$ cat config.mk
export PLATFORM = sky130hd
export DESIGN_NAME = instruction_fetch_unit
export DESIGN_NICKNAME = d
export VERILOG_FILES = /design/src/rtl/instruction_fetch_unit.sv
export SDC_FILE = /design/constraint.sdc
export NUM_CORES = 1
export LEC_CHECK = 0
export CORE_MARGIN = 3
export CORE_UTILIZATION = 34
export DETAILED_ROUTE_END_ITERATION = 16
export PLACE_DENSITY = 0.9
export SKIP_CTS_REPAIR_TIMING = 1
export SLEW_MARGIN = 15
export SYNTH_ARGS = -nofsm -noshare
export SYNTH_HDL_FRONTEND = slang
export SYNTH_SLANG_ARGS = --single-unit
$ cat constraint.sdc
create_clock -name clk -period 1.47 [get_ports clk]
set_input_delay 0.294 -clock clk [delete_from_list [all_inputs] [get_ports clk]]
set_output_delay 0.294 -clock clk [all_outputs]
set_load 0.005 [all_outputs]
$ cat src/rtl/instruction_fetch_unit.sv
// Instruction fetch FSM: requests a word at pc, holds it in ir until consumed, then pulses the PC update.
// Optional JMP decode in the update cycle is enabled by defining BRANCH_DECODE_EN.
module instruction_fetch_unit (
    input  logic        clk,
    input  logic        reset,
    input  logic        enable,
    input  logic [7:0]  pc,
    output logic        mem_req,
    output logic [7:0]  mem_addr,
    input  logic        mem_ack,
    input  logic [15:0] mem_rdata,
    output logic [15:0] ir,
    output logic        ir_valid,
    input  logic        ir_ready,
    output logic        inc_pc,
    output logic        load_pc,
    output logic [7:0]  load_addr
);

    typedef enum logic [1:0] {IDLE, REQ, ISSUE, UPDATE} state_t;

    localparam logic [3:0] OP_JMP = 4'hC;

    state_t      state, state_nxt;
    logic [15:0] ir_nxt;
    logic        mem_req_nxt, ir_valid_nxt, inc_nxt, is_jmp;

    // pc is only looked at while a request is outstanding
    assign mem_addr = pc;

`ifdef BRANCH_DECODE_EN
    assign is_jmp = (ir[15:12] == OP_JMP);
`else
    assign is_jmp = 1'b0;
`endif

    always_comb begin
        state_nxt = state;
        ir_nxt    = ir;
        case (state)
            IDLE:   if (enable) state_nxt = REQ;
            REQ: begin
                if (mem_ack) begin
                    state_nxt = ISSUE;
                    ir_nxt    = mem_rdata;
                end
            end
            ISSUE:  if (ir_ready) state_nxt = UPDATE;
            UPDATE: state_nxt = enable ? REQ : IDLE;
            default: state_nxt = IDLE;
        endcase
        // outputs are registered: derive them from the state being entered
        mem_req_nxt  = (state_nxt == REQ);
        ir_valid_nxt = (state_nxt == ISSUE);
        inc_nxt      = (state_nxt == UPDATE) && !is_jmp;
    end

    always_ff @(posedge clk) begin
        if (reset) begin
            state    <= IDLE;
            ir       <= 16'h0000;
            mem_req  <= 1'b0;
            ir_valid <= 1'b0;
            inc_pc   <= 1'b0;
        end else begin
            state    <= state_nxt;
            ir       <= ir_nxt;
            mem_req  <= mem_req_nxt;
            ir_valid <= ir_valid_nxt;
            inc_pc   <= inc_nxt;
        end
    end

`ifdef BRANCH_DECODE_EN
    logic       ld_nxt;
    logic [7:0] la_nxt;

    assign ld_nxt = (state_nxt == UPDATE) && is_jmp;
    assign la_nxt = ld_nxt ? ir[7:0] : 8'h00;

    always_ff @(posedge clk) begin
        if (reset) begin
            load_pc   <= 1'b0;
            load_addr <= 8'h00;
        end else begin
            load_pc   <= ld_nxt;
            load_addr <= la_nxt;
        end
    end
`else
    assign load_pc   = 1'b0;
    assign load_addr = 8'h00;
`endif

endmodule

==> Yosys cells after proc, flatten, opt, wreduce, memory -nomap -nowiden <==
Cells that the tools add are included.
{ "classes": {"mux": 5, "eq_ne": 6, "n_reduce_logical": 2} }
{ "op_table": {"columns": ["op", "n"], "rows": [
  ["== test 2 bit (second input constant)", 4],
  ["case mux 2 bit (4 select lines)", 1],
  ["two-way mux 2 bit", 3],
  ["== test 2 x 1 -> 1 bit (second input constant)", 2],
  ["logical NOT 2 bit", 1],
  ["AND reduction 2 bit", 1],
  ["two-way mux 1 bit", 1]
]} }
{ "word_totals": {"in_bits": 29, "wordCells": 18, "output_inout_bits": 36, "reg_bits": 21} }

==> Longest topological paths before layout <==
Gate-level depths: netlist of the first run.
{ "depth": {"word_depth": 3, "depth_mapped": 5, "ltp_nobuf": 3} }

==> Worst setup path after synthesis of the first run <==
Ideal clock, no wire load.
{ "synth_timing": {"path_kind": "register to register", "startpoint": "register state[1]", "endpoint": "register ir[10]", "synth_period_minus_slack_ns": 1.024, "path_stages_with_launch": 6, "setup_time_ns": 0.132, "path_buffers": 2, "t_arrival_ns": 0.892, "slack_ns": 0.446, "required_time_ns": 1.338, "path_cell_list": "dfxtp_1 > and3b_1 > buf_6 > buf_12 > nand2_1 > a21oi_1"} }
{ "synth_via": {"elab_chain_len": 2} }
{ "synth_rtl": {"columns": ["item", "line", "source"], "rows": [
  ["start, declared", "24", "state_t state, state_nxt;"],
  ["start signal, assigned", "66", "state <= state_nxt;"],
  ["== test 2 x 1 -> 1 bit", "40", "case (state)"],
  ["AND reduction 2 bit (no source line)", null, null],
  ["end signal, assigned", "67", "ir <= ir_nxt;"],
  ["end, declared", "12", "output logic [15:0] ir,"]
]} }
Every way passes these cells.
A chain may end at the register's enable or synchronous reset.

==> Worst setup path in the final report of the first run <==
{ "layout_timing": {"startpoint": "register ir[6]", "endpoint": "output ir[6]"} }
No word-level cell between the ends.

==> results of run 1 <==
-- per-stage QoR --
step | setup slack [ns] | instances
floorplan | 0.446 | 113
global placement | 0.0735 | 163
detailed placement | 0.0158 | 163
CTS | 0.00224 | 167
global route | -0.00760 | 168
finish | 0.0398 | 168
-- cells in the mapped netlist --
cell      number  share of area [%]
o21a_1         1               0.83
conb_1         1               0.41
and3b_1        1               0.97
nand3b_2       1                1.2
nor2_1         3                1.2
buf_4         17                 14
a21oi_2        5                4.8
nand2_1       32                 13
nand2b_1       1               0.69
a21oi_1       13                7.2
nor3b_1        1               0.83
buf_6          2                2.5
dfxtp_1       21                 46
buf_2          1               0.55
nand3b_1       1               0.83
a31oi_1        1               0.69
or2b_1         1               0.83
buf_12         1                2.2
clkbuf_1       1               0.41
-- where the power goes --
part	leakage [nW]	internal (mW)	total [mW]	switching, mW
clock network	0.0150	0.105	0.263	0.158
registers	0.176	0.599	0.614	0.0158
logic	0.361	0.123	0.198	0.0750
-- registers in the layout, indices dropped and copies added (netlist names) --
register  count
ir           16
state         2
inc_pc        1
ir_valid      1
mem_req       1
-- layer usage --
layer	vias up	share of wire [%]	routed length, um	global-route usage, %
met4	0	0.21	4	4.30
met2	35	52	970	21.0
li1	375	-	-	-
met1	334	38	718	11.5
met5	-	0	0	0
met3	2	9.8	183	3.56
-- final cells by class --
type	count	area [um2]
flip-flops and latches	21	434
well taps	30	37.5
multi-input cells	70	337
clock buffers	4	26.3
repair buffers	43	458
fillers	246	1210
-- path summary, 6_finish.rpt --
check | start | depth (start not counted) | slack [ns] | end
setup / recovery | ir[6]$_SDFFE_PP0P_ | 1 | 0.04 | ir[6]
setup reg to reg | state[1]$_SDFF_PP0_ | 4 | 0.40 | ir[4]$_SDFFE_PP0P_
hold / removal | ir[13]$_SDFFE_PP0P_ | 2 | 0.46 | ir[13]$_SDFFE_PP0P_
hold reg to reg | ir[13]$_SDFFE_PP0P_ | 2 | 0.46 | ir[13]$_SDFFE_PP0P_
-- kinds of logic after synthesis --
group	share of synthesized area [%]
simple gates	19.9
buf+inv	19.8
flops	46.4
compound gates	13.5
other cells	0.414
==> results.ini, run 1 <==
[critical_path]
crit_family = buffers and inverters
crit_path_start_kind = flip-flop
worstPathRequired_ns = 1.18
cp_max_fo = 2
path_buf_inv = 1
cpPeakStageDelay_ns = 0.50
crit_chain = clkdlybuf4s50_1
arrival_ns = 1.14
cp_slowest_cell = clkdlybuf4s50_1
path_class = flip-flop to output pin
end_kind = output pin

[synth]
synth_cell_types = 19
synth_area_per_cell_um2 = 8.63
synth_seq_area_share_pct = 46.4
ys.warnings.count = 0
synth_area_um2 = 906
synth_seq_cells = 21
synth_cells = 105

[grt]
first_global_vias = 723
antenna_found_initial = 0
grt_use_total_pct = 11.2
grt_max_degree = 22
grt_overflow_total = 0
grt_pass1_wl_um = 2960

[final_layout]
post-route-util_pct = 51.7
mostFrequentLayoutCells = clkdlybuf4s50_1 (34), nand2_1 (32), a21oi_1 (13)
fin_area_um2 = 1290
mostFrequentLayoutCell = clkdlybuf4s50_1
final_layout_size_suffix_gt1_share_pct = 17.4
antenna_cells = 0
area_delta_synth_final_pct = 42.7
nNetsFinal = 168

[floorplan]
start_util_pct = 36.2
die_w_um = 57.6
ios = 65
row_count = 18
dieHeight_um = 57.6
core_region_area_um2 = 2500
die_area_um2 = 3320

[placement]
place_congestion = 0.811
dp_hpwl_um = 1430
port_buffers = 39
placed_area_um2 = 1230

[clock_network]
cts_root_buffer = clkbuf_4
cts_sinks = 21
cts_made_buffers = 3
cts-htree-levels = 1
clockBufferDepth = 2
cts_tree = built
clock_latency_ns = 0.29
path_clk_slew_ns = 0.11

[sta]
max_freq_mhz = 699
hold_ws_ns = 0.457
fin_setup_tns_ns = 0
setup_viol = 0
fin_crit_sh_pct = 97.3
skew_ns = 0.00221
final.min_clock_period_ns = 1.43
hold_violations = 0
slew_viol_final = 0

[route]
drtIter0Drc = 23
routedWlPerCell_um = 11.2
vias_per_cell = 4.44
wirelength_um = 1880
drc_errors = 0
drtPass1Iterations = 4
vias = 746
postRouteAntennaNets = 0

[power]
peakVddDrop_v = 0.000496
p_per_area_nw_per_um2 = 832
cellLeakagePower_nw = 0.552
power_mw = 1.08

[job]
drv_cap = 0

[hold_path]
hold_class = flip-flop to flip-flop

[outcome]
outcome = completed

Note: power is estimated with default switching activity, not from simulation.
==> run 2: changes to the inputs <==
Settings changed: CTS_CLUSTER_SIZE set to 30.
Clock period 1.47 ns to 1.52 ns, I/O delays scaled along.
==> results.ini, run 2 (synthesis gave the netlist of run 1 again) <==
[final_layout]
largest_reg_flops = 16  ; unchanged
nNetsFinal = 166  ; -1.2%
final_cells = 166  ; -1.2%
final_layout_size_suffix_gt1_share_pct = 9.56  ; -7.8 points
post-route-util_pct = 50.2  ; -1.6 points
multi_input_area_um2 = 337  ; unchanged
top_register = ir
reg_top3 = ir (16), state (2)
mostFrequentLayoutCells = clkdlybuf4s50_1 (39), nand2_1 (32), dfxtp_1 (20)
regArea_um2 = 422  ; -2.9%
area_delta_synth_final_pct = 38.4
fill_cells = 260  ; +5.7%
antenna_cells = 0  ; unchanged
mostFrequentLayoutCell = clkdlybuf4s50_1

[route]
vias_per_cell = 4.36  ; -1.8%
routedWlPerCell_um = 11.3  ; +0.99%
postRouteAntennaNets = 0  ; unchanged
drtPass1Iterations = 4  ; unchanged
drtIter0Drc = 6  ; -74%
drc_errors = 0  ; unchanged
wirelength_um = 1870  ; -0.21%
vias = 724  ; -2.9%

[clock_network]
cts_sinks = 21  ; unchanged
cts-htree-levels = 1  ; unchanged
cts_root_buffer = clkbuf_4
cts_made_buffers = 3  ; unchanged
clock_latency_ns = 0.29  ; about the same
clockBufferDepth = 2  ; unchanged
cts_tree = built
path_clk_slew_ns = 0.11  ; about the same

[sta]
fin_crit_sh_pct = 96.3
skew_ns = 0.00576  ; +0.00355 ns
hold_violations = 0  ; unchanged
setup_viol = 0  ; unchanged
slew_viol_final = 0  ; unchanged
max_freq_mhz = 683
final.min_clock_period_ns = 1.46
grt_setup_unrepaired = false
hold_ws_ns = 0.463  ; +0.00574 ns
postLayoutSetupSlackWorst_ns = 0.0558  ; +0.0159 ns

[critical_path]
crit_family = buffers and inverters
cp_max_fo = 2  ; unchanged
cp_slowest_cell = clkdlybuf4s50_1
crit_cells = 1  ; unchanged
crit_chain = clkdlybuf4s50_1
crit_path_start_kind = flip-flop
worstPathRequired_ns = 1.22  ; +0.04 ns
worstRegToRegCells = 3  ; -1
path_buf_inv = 1  ; unchanged
end_kind = output pin
path_class = flip-flop to output pin
cpPeakStageDelay_ns = 0.51  ; about the same
arrival_ns = 1.16  ; +0.02 ns

[grt]
grt_max_degree = 22  ; unchanged
first_global_vias = 700  ; -3.2%
busiest_layer = met2
grt_use_met3_pct = 4.23  ; +0.67 points
grt_pass1_wl_um = 2990  ; +0.91%
grt_use_total_pct = 11.4  ; +0.20 points
globalRouteMet2Util_pct = 20.5  ; -0.48 points
grt_overflow_total = 0  ; unchanged
grt_use_met1_pct = 12.5  ; +1.0 points
antenna_found_initial = 0  ; unchanged

[placement]
dp_worst_setup_slack_ns = -0.00677  ; -0.0226 ns
placed_cells = 162  ; -0.61%
place_congestion = 0.805  ; -0.73%
dp_hpwl_um = 1450  ; +1.4%
port_buffers = 39  ; unchanged

[power]
internal_power_mw = 0.791  ; -4.3%
p_sw_mw = 0.242  ; -2.6%
cellLeakagePower_nw = 0.451  ; -18%
peakVddDrop_v = 0.000462  ; -6.9%
switching_share_pct = 23.4  ; +0.31 points
p_seq_share_pct = 57.4  ; +0.2 points
combPwrFrac_pct = 18.2  ; -0.2 points
p_clk_share_pct = 24.4  ; about the same
power_mw = 1.03  ; -3.9%
p_per_area_nw_per_um2 = 824  ; -0.89%

[floorplan]
row_count = 18  ; unchanged
die_area_um2 = 3320  ; unchanged
die_w_um = 57.6  ; unchanged
core_region_area_um2 = 2500  ; unchanged
dieHeight_um = 57.6  ; unchanged
start_util_pct = 36.2  ; unchanged
ios = 65  ; unchanged

[hold_path]
hold_class = flip-flop to flip-flop
whs_path_depth = 2  ; unchanged

[outcome]
outcome = completed

[job]
drv_cap = 0  ; unchanged

==> run 2: path summary, 6_finish.rpt <==
| check | startpoint | to | slack, ns |
|---|---|---|---|
| worst max-delay path | ir[0]$_SDFFE_PP0P_ | ir[0] | 0.06 |
| worst min-delay path | ir[10]$_SDFFE_PP0P_ | ir[10]$_SDFFE_PP0P_ | 0.46 |
| worst max register to register | state[1]$_SDFF_PP0_ | ir[2]$_SDFFE_PP0P_ | 0.35 |
| worst min register to register | ir[10]$_SDFFE_PP0P_ | ir[10]$_SDFFE_PP0P_ | 0.46 |
==> run 2: routing by layer <==
metal	vias to the layer above	share of wire, %
met5	-	0
met4	0	0.69
met3	4	11
met2	31	52
met1	319	36
li1	370	-
==> run 2: cell type report <==
type	count	area share, %
tap	30	2.99
multi-input combinational	70	26.8
clock buffer	3	1.80
sequential	21	33.6
timing repair buffer	41	34.3
clock inverter	1	0.399
==> run 2: metrics by stage <==
stage	instance area, um2	setup TNS [ns]
finish	1250	0
global route	1250	0
CTS	1250	0
detailed placement	1220	-0.00859
global placement	1220	0
floorplan	936	0
==> run 2: power groups by stage <==
| stage | clock network, mW | logic (mW) | registers [mW] |
|---|---|---|---|
| finish | 0.252 | 0.189 | 0.593 |
| global route | 0.286 | 0.207 | 0.596 |
| CTS | 0.272 | 0.191 | 0.593 |
| detailed placement | 0 | 0.190 | 0.605 |
| global placement | 0 | 0.184 | 0.603 |
| floorplan | 0 | 0.113 | 0.605 |
==> run 3: changes to the inputs <==
Settings changed: CORE_ASPECT_RATIO set to 1.1.
==> results.ini, run 3 (synthesis gave the netlist of run 1 again) <==
[outcome]
outcome = completed

[final_layout]
antenna_cells = 0  ; unchanged
final_cells = 168  ; +1.2%
final_layout_size_suffix_gt1_share_pct = 10.2  ; +0.66 points
area_delta_synth_final_pct = 38.3  ; about the same
largest_reg_flops = 16  ; unchanged
mostFrequentLayoutCell = clkdlybuf4s50_1
mostFrequentLayoutCells = clkdlybuf4s50_1 (38), nand2_1 (32), dfxtp_1 (19)
reg_top3 = ir (16), state (2)
nNetsFinal = 167  ; +0.60%
top_register = ir

[critical_path]
crit_chain = clkdlybuf4s50_1
crit_path_start_kind = flip-flop
worstPathRequired_ns = 1.22  ; about the same
path_buf_inv = 1  ; unchanged
crit_family = buffers and inverters
cp_max_fo = 2  ; unchanged
end_kind = output pin
cpPeakStageDelay_ns = 0.50  ; about the same
cp_slowest_cell = clkdlybuf4s50_1
arrival_ns = 1.15  ; about the same
path_class = flip-flop to output pin

[sta]
hold_violations = 0  ; unchanged
grt_setup_unrepaired = false
setup_viol = 0  ; unchanged
final.min_clock_period_ns = 1.45  ; -0.00961 ns
postLayoutSetupSlackWorst_ns = 0.0654  ; +0.00961 ns
slew_viol_final = 0  ; unchanged
max_freq_mhz = 687  ; +0.66%
fin_crit_sh_pct = 95.7  ; -0.63 points
skew_ns = 0.00662  ; +0.000864 ns

[hold_path]
hold_class = flip-flop to flip-flop

[route]
drtPass1Iterations = 5  ; +1
vias_per_cell = 4.40  ; +0.99%
drtIter0Drc = 11  ; +5
wirelength_um = 1910  ; +1.9%
postRouteAntennaNets = 0  ; unchanged
drc_errors = 0  ; unchanged
routedWlPerCell_um = 11.4  ; +0.66%
vias = 740  ; +2.2%

[placement]
dp_hpwl_um = 1490  ; +2.8%
placed_cells = 164  ; +1.2%
dp_worst_setup_slack_ns = -0.0261  ; -0.0193 ns
port_buffers = 39  ; unchanged
place_congestion = 0.794  ; -1.4%

[floorplan]
row_count = 19  ; +1
core_region_area_um2 = 2520  ; +0.80%
dieHeight_um = 60.1  ; +4.4%
ios = 65  ; unchanged
start_util_pct = 35.9  ; -0.29 points
die_area_um2 = 3320  ; about the same
die_w_um = 55.2  ; -4.2%

[clock_network]
cts_made_buffers = 3  ; unchanged
cts_sinks = 21  ; unchanged
cts_root_buffer = clkbuf_4
clockBufferDepth = 2  ; unchanged
cts_tree = built
cts-htree-levels = 1  ; unchanged
path_clk_slew_ns = 0.11  ; about the same
clock_latency_ns = 0.29  ; about the same

[grt]
antenna_found_initial = 0  ; unchanged
grt_overflow_total = 0  ; unchanged
grt_pass1_wl_um = 2980  ; -0.23%
first_global_vias = 700  ; unchanged
grt_max_degree = 22  ; unchanged
grt_use_total_pct = 11.4  ; -0.064 points

[power]
cellLeakagePower_nw = 0.469  ; +4.0%
p_per_area_nw_per_um2 = 822  ; -0.28%
peakVddDrop_v = 0.000431  ; -6.7%

[job]
drv_cap = 0  ; unchanged

[run 3: changes by cell type in the layout (fill, tap and decap cells not counted), sizes merged]
cell           delta
buf               +1
clkbuf            +1
clkdlybuf4s50     -1
clkinv            -1
dlymetal6s2s      +1
[run 3: final cells by class]
cell class                 count  area, um2
fill                         253       1270
clock buffer                   4       26.3
sequential                    21        423
tap                           31       38.8
timing repair buffer          42        428
multi-input combinational     70        337
[run 3: routing by layer]
metal  share of wire (%)  track usage [%]  vias up
met5                   0                0        -
li1                    -                -      374
met4                0.63             5.21        0
met1                  37             11.2      334
met2                  52             21.5       28
met3                  10             4.10        4
[run 3: worst min-delay path: stages (launching register included)]
cell     delay (ns)
dfxtp_1        0.32
nand2_1        0.05
a21oi_1        0.05
[run 3: per-stage QoR]
step                setup TNS, ns  util [%]  instance area [um2]  power (mW)  hold slack (ns)
finish                          0      49.7                 1250        1.03            0.462
global route                    0      49.7                 1250        1.08            0.485
CTS                             0      49.5                 1250        1.05            0.468
detailed placement        -0.0549      48.5                 1220       0.793            0.449
global placement                0      48.5                 1220       0.785            0.442
floorplan                       0         -                  936       0.719            0.373
[run 3: worst paths after layout]
| path | start | end | slack [ns] | cells after the start |
|---|---|---|---|---|
| max | ir[3]$_SDFFE_PP0P_ | ir[3] | 0.07 | 1 |
| min | ir[9]$_SDFFE_PP0P_ | ir[9]$_SDFFE_PP0P_ | 0.46 | 2 |
| max reg2reg | state[1]$_SDFF_PP0_ | ir[4]$_SDFFE_PP0P_ | 0.33 | 3 |
| min reg2reg | ir[9]$_SDFFE_PP0P_ | ir[9]$_SDFFE_PP0P_ | 0.46 | 2 |
[run 3: power by group]
part | internal (mW) | switching [mW]
Clock | 0.102 | 0.149
Sequential | 0.577 | 0.0158
Combinational | 0.114 | 0.0712
Total | 0.793 | 0.236
